`src/rtl/sg_list_writer_32_if.sv`:
```
// Element handshake and SG buffer FIFO write port for sg_list_writer_32.
// slave is the writer's side, master is the element source / FIFO side.
interface sg_list_writer_32_if #(
  parameter int DATA_W = 32
) ();
  logic              VALID;
  logic              RDY;
  logic [63:0]       ADDR;
  logic [31:0]       LEN;
  logic [DATA_W-1:0] BUF_DATA;
  logic              BUF_DATA_WEN;
  logic              BUF_DATA_FULL;

  modport slave (
    input  VALID, ADDR, LEN, BUF_DATA_FULL,
    output RDY, BUF_DATA, BUF_DATA_WEN
  );

  modport master (
    output VALID, ADDR, LEN, BUF_DATA_FULL,
    input  RDY, BUF_DATA, BUF_DATA_WEN
  );
endinterface

```
`src/rtl/sg_list_writer_32.sv`:
```
// Packs one SG element (64-bit address, 32-bit length) into a four-word FIFO
// record: addr[31:0], addr[63:32], len, pad. Stalls on FIFO full.
//
// state | meaning
// IDLE  | waiting for an element, RDY=1
// WR_0  | writing addr[31:0]
// WR_1  | writing addr[63:32]
// WR_2  | writing len
// WR_3  | writing pad word; may accept the next element back-to-back
module sg_list_writer_32 #(
  parameter logic [8:0]  C_DATA_WIDTH  = 9'd32,
  parameter logic [31:0] C_PAD_WORD    = 32'd0,
  parameter int          C_COUNT_WIDTH = 16
) (
  input  logic                     CLK,
  input  logic                     RST_N,
  sg_list_writer_32_if.slave       bus,
  output logic                     BUSY,
  output logic [C_COUNT_WIDTH-1:0] COUNT
);

  typedef enum logic [2:0] {
    S_IDLE = 3'd0,
    S_WR_0 = 3'd1,
    S_WR_1 = 3'd2,
    S_WR_2 = 3'd3,
    S_WR_3 = 3'd4
  } state_t;

  state_t                   state_q, state_d;
  logic [63:0]              addr_q, addr_d;
  logic [31:0]              len_q, len_d;
  logic [C_COUNT_WIDTH-1:0] count_q, count_d;
  logic                     rdy;
  logic                     wen;
  logic [C_DATA_WIDTH-1:0]  data;

  always_ff @(posedge CLK or negedge RST_N) begin
    if (!RST_N) begin
      state_q <= S_IDLE;
      addr_q  <= '0;
      len_q   <= '0;
      count_q <= '0;
    end else begin
      state_q <= state_d;
      addr_q  <= addr_d;
      len_q   <= len_d;
      count_q <= count_d;
    end
  end

  always_comb begin
    state_d = state_q;
    addr_d  = addr_q;
    len_d   = len_q;
    count_d = count_q;
    rdy     = 1'b0;
    wen     = 1'b0;
    data    = '0;

    case (state_q)
      S_IDLE: begin
        rdy = 1'b1;
        if (bus.VALID) state_d = S_WR_0;
      end
      S_WR_0: begin
        data = addr_q[31:0];
        wen  = !bus.BUF_DATA_FULL;
        if (wen) state_d = S_WR_1;
      end
      S_WR_1: begin
        data = addr_q[63:32];
        wen  = !bus.BUF_DATA_FULL;
        if (wen) state_d = S_WR_2;
      end
      S_WR_2: begin
        data = len_q;
        wen  = !bus.BUF_DATA_FULL;
        if (wen) state_d = S_WR_3;
      end
      S_WR_3: begin
        data = C_PAD_WORD;
        wen  = !bus.BUF_DATA_FULL;
        rdy  = !bus.BUF_DATA_FULL;
        if (wen) begin
          count_d = count_q + 1'b1;
          state_d = bus.VALID ? S_WR_0 : S_IDLE;
        end
      end
      default: state_d = S_IDLE;
    endcase

    // Capture is shared by IDLE and the back-to-back path out of WR_3.
    if (rdy && bus.VALID) begin
      addr_d = bus.ADDR;
      len_d  = bus.LEN;
    end
  end

  assign bus.RDY          = rdy;
  assign bus.BUF_DATA_WEN = wen;
  assign bus.BUF_DATA     = data;
  assign BUSY             = (state_q != S_IDLE);
  assign COUNT            = count_q;

endmodule

```
`src/flat_wrapper.sv`:
```
// flat-port wrapper written by rule: the top's interface ports become plain ports
module sg_list_writer_32_flat 
#(
  parameter logic [8:0]  C_DATA_WIDTH  = 9'd32,
  parameter logic [31:0] C_PAD_WORD    = 32'd0,
  parameter int          C_COUNT_WIDTH = 16
)
  (CLK, RST_N, BUSY, COUNT, bus_VALID, bus_ADDR, bus_LEN, bus_BUF_DATA_FULL, bus_RDY, bus_BUF_DATA, bus_BUF_DATA_WEN);
  sg_list_writer_32_if #(.DATA_W(32)) bus_i ();
  input  logic CLK;
  input  logic RST_N;
  output logic BUSY;
  output logic [C_COUNT_WIDTH-1:0] COUNT;
  input wire logic [$bits(bus_i.VALID)-1:0] bus_VALID;
  input wire logic [$bits(bus_i.ADDR)-1:0] bus_ADDR;
  input wire logic [$bits(bus_i.LEN)-1:0] bus_LEN;
  input wire logic [$bits(bus_i.BUF_DATA_FULL)-1:0] bus_BUF_DATA_FULL;
  output wire logic [$bits(bus_i.RDY)-1:0] bus_RDY;
  output wire logic [$bits(bus_i.BUF_DATA)-1:0] bus_BUF_DATA;
  output wire logic [$bits(bus_i.BUF_DATA_WEN)-1:0] bus_BUF_DATA_WEN;
  assign bus_i.VALID = bus_VALID;
  assign bus_i.ADDR = bus_ADDR;
  assign bus_i.LEN = bus_LEN;
  assign bus_i.BUF_DATA_FULL = bus_BUF_DATA_FULL;
  assign bus_RDY = bus_i.RDY;
  assign bus_BUF_DATA = bus_i.BUF_DATA;
  assign bus_BUF_DATA_WEN = bus_i.BUF_DATA_WEN;
  sg_list_writer_32 #(.C_DATA_WIDTH(C_DATA_WIDTH), .C_PAD_WORD(C_PAD_WORD), .C_COUNT_WIDTH(C_COUNT_WIDTH)) u_core (.CLK(CLK), .RST_N(RST_N), .bus(bus_i), .BUSY(BUSY), .COUNT(COUNT));
endmodule
```
`config.mk`:
```
export PLATFORM = sky130hd
export DESIGN_NAME = sg_list_writer_32_flat
export DESIGN_NICKNAME = d
export VERILOG_FILES = /design/src/rtl/sg_list_writer_32_if.sv /design/src/rtl/sg_list_writer_32.sv /design/src/flat_wrapper.sv
export SDC_FILE = /design/constraint.sdc
export NUM_CORES = 1
export LEC_CHECK = 0
export CAP_MARGIN = 20
export CORE_MARGIN = 2
export CORE_UTILIZATION = 50
export CTS_CLUSTER_SIZE = 30
export DETAILED_ROUTE_END_ITERATION = 12
export HOLD_SLACK_MARGIN = 0.03
export PLACE_DENSITY = 0.83
export SLEW_MARGIN = 20
export SYNTH_ARGS = -nofsm -noshare
export SYNTH_HDL_FRONTEND = slang
export SYNTH_SLANG_ARGS = --single-unit
```
`constraint.sdc`:
```
create_clock -name CLK -period 3.1 [get_ports CLK]
set_input_delay 0.775 -clock CLK [delete_from_list [all_inputs] [get_ports CLK]]
set_output_delay 0.775 -clock CLK [all_outputs]
set_load 0.01 [all_outputs]
```
* Yosys cells after proc, flatten, opt, wreduce, memory -nomap -nowiden *
Index checks and enable logic that the tools add are counted.

operators by class
  add/sub/neg operators = 1
  eq/ne operators = 9
  muxes and demuxes = 10
  bitwise logic cells = 1
  reductions and logical operators = 7

operator list
  operator               count
  $pmux 32 s3            1
  $add 16x1->16 const B  1
  $mux 3                 5
  $pmux 3 s5             1
  $ne 2x2->1 const B     5
  $eq 3x2->1 const B     2
  $reduce_and 5->1       1
  $reduce_or 4->1        1
  $eq 3x1->1 const B     1
  $eq 3x3->1 const B     1
  $logic_not 3->1        1
  $reduce_bool 3->1      1
  $mux 1                 2
  $pmux 1 s2             1
  $reduce_and 2->1       1
  $logic_and 1x1->1      1
  $logic_not 1->1        1
  $not 1->1              1

word-level totals
  register bits = 115
  output and inout bits = 51

* Longest topological paths before layout *
Gate-level depths: netlist of run 1.

  depth in word-level cells = 3
  mapped depth = 6
  mapped depth without buffers = 5

* Least setup slack after synthesis of run 1 *
No wires, ideal clock.

  path type = flip-flop to output port
  start point = reg u_core.state_q[1]
  end point = out bus_BUF_DATA[0]
  arrival = 1482 ps
  slack = 843 ps
  cell stages (with the launch flop) = 6
  buffers on the path = 2
  path through = dfrtp_1 -> buf_2 -> buf_1 -> mux2_2 -> a22oi_1 -> nor2_1

between the ends
  word-level cells in the longest chain between the ends = 2
  elaborated cells between the ends (all ways) = 4

ends and longest elaborated chain
  item                                      line                     RTL
  start: declaration                        sg_list_writer_32.sv:30  state_t state_q, state_d;
  start signal: assignment                  sg_list_writer_32.sv:45  state_q <= state_d;
  $eq 3x2->1 or $eq 3x1->1 (tied branches)  sg_list_writer_32.sv:61  case (state_q)
  $pmux 32 s3 (*)                           sg_list_writer_32.sv:61
  end: declaration                          flat_wrapper.sv:19       output wire logic [$bits(bus_i.BUF_DATA)-1:0] bus_BUF_DATA;

Every way passes the cells marked *; elsewhere a longest branch is shown, timed or not.

* Worst setup path in the final report of run 1 *
  start point = reg u_core.state_q[1]
  end point = out bus_BUF_DATA[5]

Same word-level chain as after synthesis.

==> results.cfg, run 1 <==
[sta]
final.min_clock_period_ps = 3050
slew_headroom = 0.597
slew_viol_final = 0
setup_violations = 0
fmax_ghz = 0.328
fin_worst_skew_ps = 9.92
fin_hold_ws_ps = 287
timing.final.crit_share = 0.983
hold_viol_final = 0
tightest_slew_ps = 604
tns_ps = 0
rsz0062_at_grt = false

[cts]
cts_buffers = 17
htreeDepth = 4
hold_buffers = 0
tritoncts = yes
clk_pin_slew_ps = 50
clock-sinks = 115
cts_root_buf = clkbuf_8
clk-insertion-delay-late_ps = 500
cts_buffer_depth = 2

[synthesis]
ys.flop_type = dfrtp_1
synth_nets = 501
synth_cells = 400
netlist_top_cells_area = dfrtp_1 (55%), mux2_2 (26%), a22oi_1 (4.6%)
ys_ff_latch = 115
yosysUniqueCellTypes = 28
synth_top_area_frac = 0.548
yosysSeqAreaShare = 0.548
ys_async_sr_fraction = 1.00
synth_edf_count = 0
ys_warn_count = 0
yosysTopAreaCell = dfrtp_1
netlist_area_um2 = 5250
synth.avg_cell_area_um2 = 13.1

[placed_design]
numPortBuffers = 150
post-dp-hpwl_um = 8790
gp_congestion = 0.778

[finish]
multi_input_area_um2 = 2250
regArea_um2 = 2880
area_delta_synth_final_pct = 45.7
final_common_cell = clkdlybuf4s50_1
num-nets-final = 663
utilization = 0.745
antenna_cells = 0
fillers = 702
layout_common_cells = clkdlybuf4s50_1 (132), mux2_2 (123), dfrtp_1 (114)
drive_above_1_share = 0.315

[detailed_routing]
routed_wl_um = 12800
drcViolationCount = 0
ant_nets = 0
via_per_inst = 5.49
wl_per_cell_um = 18.1
vias = 3905
drt_iter0_drc = 166
dr.pass1.iters = 4

[power]
vdd_drop_max_uv = 580
powerDensity_nw_per_um2 = 1020
leakage_nw = 3.46

[critical_path]
path_cells = buf_12, buf_12, mux2_2, a22oi_1, nor2_1, clkdlybuf4s50_1
slowest_stage = clkdlybuf4s50_1
crit_fanout = 20
cp.buffers_inverters = 3
critPathKind = reg -> out
crit_start = u_core.state_q[1]$_DFFE_PN0P_
worstSetupStartpointType = register
reg2reg_from = u_core.state_q[0]$_DFFE_PN0P_
critPathTopFamily = buffers and inverters
arrival_ps = 2270
crit_required_ps = 2320
crit_path_end_kind = primary output
max_stage_delay_ps = 490
crit_top_cell = buf_12

[flow_run]
drv_cap = 0

[global_route]
antenna_found_initial = 0
grt_pass1_vias = 4357
overflow = 0
grt_pass1_wl_um = 21300
grt_usage = 0.241
grt_start_max_net_pins = 52

[worst_hold_path]
hp-class = in -> async

[die]
die_x_um = 106
core_um2 = 10300
io_pins = 151
start_util = 0.511
rows = 37
die_height_um = 106
die_area_um2 = 11300

[status]
outcome = complete, no violations
layer usage:
| layer | GRT usage | part of all wire | vias up |
|---|---|---|---|
| met2 | 0.406 | 0.49 | 157 |
| li1 | - | - | 1759 |
| met1 | 0.305 | 0.43 | 1976 |
| met3 | 0.0681 | 0.066 | 13 |
| met4 | 0.0686 | 0.011 | 0 |
| met5 | 0 | 0 | - |
what timing repair did:
| action | 4_1_cts | 5_1_grt |
|---|---|---|
| setup endpoints to repair | 32 | 27 |
| buffers inserted | 4 | 0 |
| cloned | 0 | 0 |
| resized for setup | 0 | 20 |
registers in the layout, indices dropped and copies added (netlist names):
signal / count
u_core.addr_q: 64
u_core.COUNT: 16
u_core.state_q: 3
u_core.len_q: 32
stage by stage:
stage / worst slack, ps / total power, W / instance area, um^2 / instances
after floorplan: 843 / 0.00450 / 5250 / 400
after global placement: 299 / 0.00577 / 6970 / 675
after detailed placement: 273 / 0.00590 / 6970 / 675
after CTS: 1.26 / 0.00790 / 7600 / 711
after global routing: 0.286 / 0.00827 / 7650 / 711
final: 53.7 / 0.00781 / 7650 / 711
area by class of cell:
type	instances	share of cell area
Sequential cell	115	0.376
Multi-Input combinational cell	257	0.295
Timing Repair Buffer	169	0.229
Clock buffer	21	0.0600
Tap cell	136	0.0222
Clock inverter	11	0.0167
Inverter	2	0.000981
power by group:
| group | internal, W | switching (W) |
|---|---|---|
| registers | 0.00218 | 0.000353 |
| logic | 0.00198 | 0.00140 |
| clock network | 0.00121 | 0.000679 |
worst reg2reg max path, stage by stage (launching register included):
cell     delay [ps]
dfrtp_1         370
buf_4           350
nor2_1          140
and2_1          210
nand2_4         320
buf_4           300
mux2_2          360
synth_stat cells (all sizes together) (2+ instances only):
cell	count
or3	3
dfrtp	115
nand4	3
mux2	128
xor2	2
nand3	8
inv	2
nor2	42
xnor2	14
nand2	11
nor3	2
a22oi	32
clkbuf	10
and2	2
buf	16
o21ai	2
worst paths after layout:
path / endpoint / slack [ps] / cells after the start
worst max-delay path: bus_BUF_DATA[5] / 50 / 6
worst min-delay path: u_core.addr_q[19]$_DFFE_PN0P_ / 290 / 1
worst max register to register: u_core.len_q[7]$_DFFE_PN0P_ / 950 / 6
worst min register to register: u_core.addr_q[15]$_DFFE_PN0P_ / 490 / 1
max in group asynchronous: u_core.addr_q[35]$_DFFE_PN0P_ / 2110 / 2
min in group CLK: u_core.addr_q[15]$_DFFE_PN0P_ / 490 / 1
cell families (layout without fill, tap and decap cells):
group | after synthesis | in the layout | synth area share
muxes | 128 | 128 | 0.274
DFF | 115 | 115 | 0.548
and+or+nand+nor | 76 | 76 | 0.0722
AOI/OAI and AO/OA | 36 | 36 | 0.0507
buffers and inverters | 28 | 203 | 0.0257
xor gates and xnor gates | 16 | 16 | 0.0267
adders and majority gates | 1 | 1 | 0.00238
Power figures use the tool's default switching activity.
==> run 2, diff against run 1 <==
--- a/config.mk
+++ b/config.mk
@@ -16,3 +16,4 @@
 export SYNTH_ARGS = -nofsm -noshare
 export SYNTH_HDL_FRONTEND = slang
 export SYNTH_SLANG_ARGS = --single-unit
+export TNS_END_PERCENT = 5
==> results of run 2 <==
Final layout, timing and power as in run 1 (identical DEF).
==> run 3, diff against run 2 <==
--- a/config.mk
+++ b/config.mk
@@ -6,7 +6,7 @@
 export NUM_CORES = 1
 export LEC_CHECK = 0
 export CAP_MARGIN = 20
-export CORE_MARGIN = 2
+export CORE_MARGIN = 4
 export CORE_UTILIZATION = 50
 export CTS_CLUSTER_SIZE = 30
 export DETAILED_ROUTE_END_ITERATION = 12
==> results.cfg, run 3 (synthesis results as in run 1) <==
[sta]
hold_viol_final = 0
timing.final.crit_share = 0.962
fin_hold_ws_ps = 162
rsz0062_at_grt = true
setup_violations = 0
slew_headroom = 0.648
tightest_slew_ps = 528
slew_viol_final = 0
fin_worst_skew_ps = 6.33
fmax_ghz = 0.335
final.min_clock_period_ps = 2980

[cts]
clk-insertion-delay-late_ps = 510
clock-sinks = 115
clk_pin_slew_ps = 60
cts_buffer_depth = 2
tritoncts = yes
htreeDepth = 4
cts_root_buf = clkbuf_8
cts_buffers = 17

[detailed_routing]
ant_nets = 0
drcViolationCount = 0
via_per_inst = 5.33
drt_iter0_drc = 171
routed_wl_um = 13000
dr.pass1.iters = 7
wl_per_cell_um = 18.4
vias = 3763

[power]
combPwrFrac = 0.420
switching_share = 0.303
p_switching_w = 0.00241
clkPwrFrac = 0.259
finalPower_w = 0.00796
leakage_nw = 3.21
internal-power_w = 0.00555
powerDensity_nw_per_um2 = 1050
vdd_drop_max_uv = 753
power_frac_seq = 0.321

[critical_path]
crit_fanout = 12
r2r_cells = 5
crit_path_end_kind = primary output
reg2reg_from = u_core.state_q[0]$_DFFE_PN0P_
max_stage_delay_ps = 570
crit_required_ps = 2320
path_cells = inv_1, nor2_2, buf_4, a22oi_1, nor2_1, clkdlybuf4s50_1
slowest_stage = clkdlybuf4s50_1
reg2reg_slack_ps = 1070
worstSetupStartpointType = register
critPathKind = reg -> out
arrival_ps = 2210
r2r_end = u_core.COUNT[12]$_DFFE_PN0P_

[die]
io_pins = 151
core_um2 = 10300
start_util = 0.511
rows = 37
die_height_um = 110
die_x_um = 110
die_area_um2 = 12200

[global_route]
grt_usage = 0.222
overflow = 0
grt_pass1_wl_um = 21500
use_met3 = 0.0970
met1_usage = 0.266
grt_pass1_vias = 4185
grt.met2_usage = 0.360
busiest_layer = met2
grt_start_max_net_pins = 97
antenna_found_initial = 0

[finish]
fillers = 696
area_delta_synth_final_pct = 44.3
layout_common_cells = clkdlybuf4s50_1 (148), mux2_2 (123), dfrtp_1 (114)
largest_reg_flops = 64
final_common_cell = clkdlybuf4s50_1
drive_above_1_share = 0.302
num-nets-final = 658
antenna_cells = 0
top_register = u_core.addr_q

[placed_design]
post-dp-hpwl_um = 8960
numPortBuffers = 150
gp_congestion = 0.836

[flow_run]
drv_cap = 0

[worst_hold_path]
hp-class = in -> async

[status]
outcome = complete, no violations
[run 3: changes by cell type in the layout (fill, tap and decap cells not counted)]
cell             change
clkinv_4             -3
clkbuf_8             -2
dlymetal6s2s_1      -16
clkdlybuf4s50_1     +16
clkbuf_1             +3
clkinvlp_4           -1
buf_4                -2
bufinv_16            +3
inv_6                -1
a22oi_2              -1
buf_6                -1
buf_12               -2
a22oi_1              +1
clkinv_2             +1
[run 3: what timing repair did]
action,in CTS,in global routing
hold buffers,0,0
gates cloned,0,0
gates resized for setup,1,1
endpoints found under the setup margin,26,2
buffers inserted,1,0
[run 3: worst max-delay path: cells and delay by family, from the launching register on]
family	cells	cell delay (ps)
flip-flops	1	400
buffers and inverters	3	900
AND/OR/NAND/NOR	2	290
AO/OA/AOI/OAI	1	110
[run 3: worst max path at each step]
stage,start,end,cells past startpoint
2_1_floorplan,u_core.state_q[1]$_DFFE_PN0P_,bus_BUF_DATA[0],5
3_3_place_gp,bus_BUF_DATA_FULL,bus_RDY,4
3_5_place_dp,bus_BUF_DATA_FULL,bus_RDY,4
4_1_cts,u_core.state_q[1]$_DFFE_PN0P_,bus_BUF_DATA[8],5
5_1_grt,u_core.state_q[1]$_DFFE_PN0P_,bus_BUF_DATA[16],6
6_report,u_core.state_q[1]$_DFFE_PN0P_,bus_BUF_DATA[4],6
[run 3: power by group through the flow]
| stage | clock network (W) | logic (W) | registers [W] |
|---|---|---|---|
| after floorplan | 0 | 0.00207 | 0.00243 |
| after global placement | 0 | 0.00325 | 0.00251 |
| after detailed placement | 0 | 0.00333 | 0.00257 |
| after CTS | 0.00209 | 0.00340 | 0.00254 |
| after global routing | 0.00218 | 0.00363 | 0.00263 |
| final | 0.00206 | 0.00334 | 0.00255 |
[run 3: routing by layer]
layer / share of wire / vias up
met5: 0 / -
met4: 0.013 / 0
met3: 0.079 / 15
met2: 0.50 / 132
met1: 0.40 / 1872
li1: - / 1744
[run 3: per-stage QoR]
step	utilization	area (um^2)	cells	setup WS [ps]	setup TNS (ps)
5_1_grt	0.737	7580	706	-4.86	-4.86
3_3_place_gp	0.675	6940	673	305	0
4_1_cts	0.737	7570	706	61.6	0
2_1_floorplan	-	5250	400	843	0
3_5_place_dp	0.675	6940	673	282	0
6_report	0.737	7580	706	118	0
[run 3: final cells by class]
type | count | area [um^2] | area share
clock inverter | 10 | 180 | 0.0238
tap | 136 | 170 | 0.0225
timing repair buffer | 164 | 1650 | 0.217
inverter | 2 | 7.51 | 0.000991
multi-input combinational | 257 | 2250 | 0.297
clock buffer | 22 | 443 | 0.0585
sequential | 115 | 2880 | 0.380
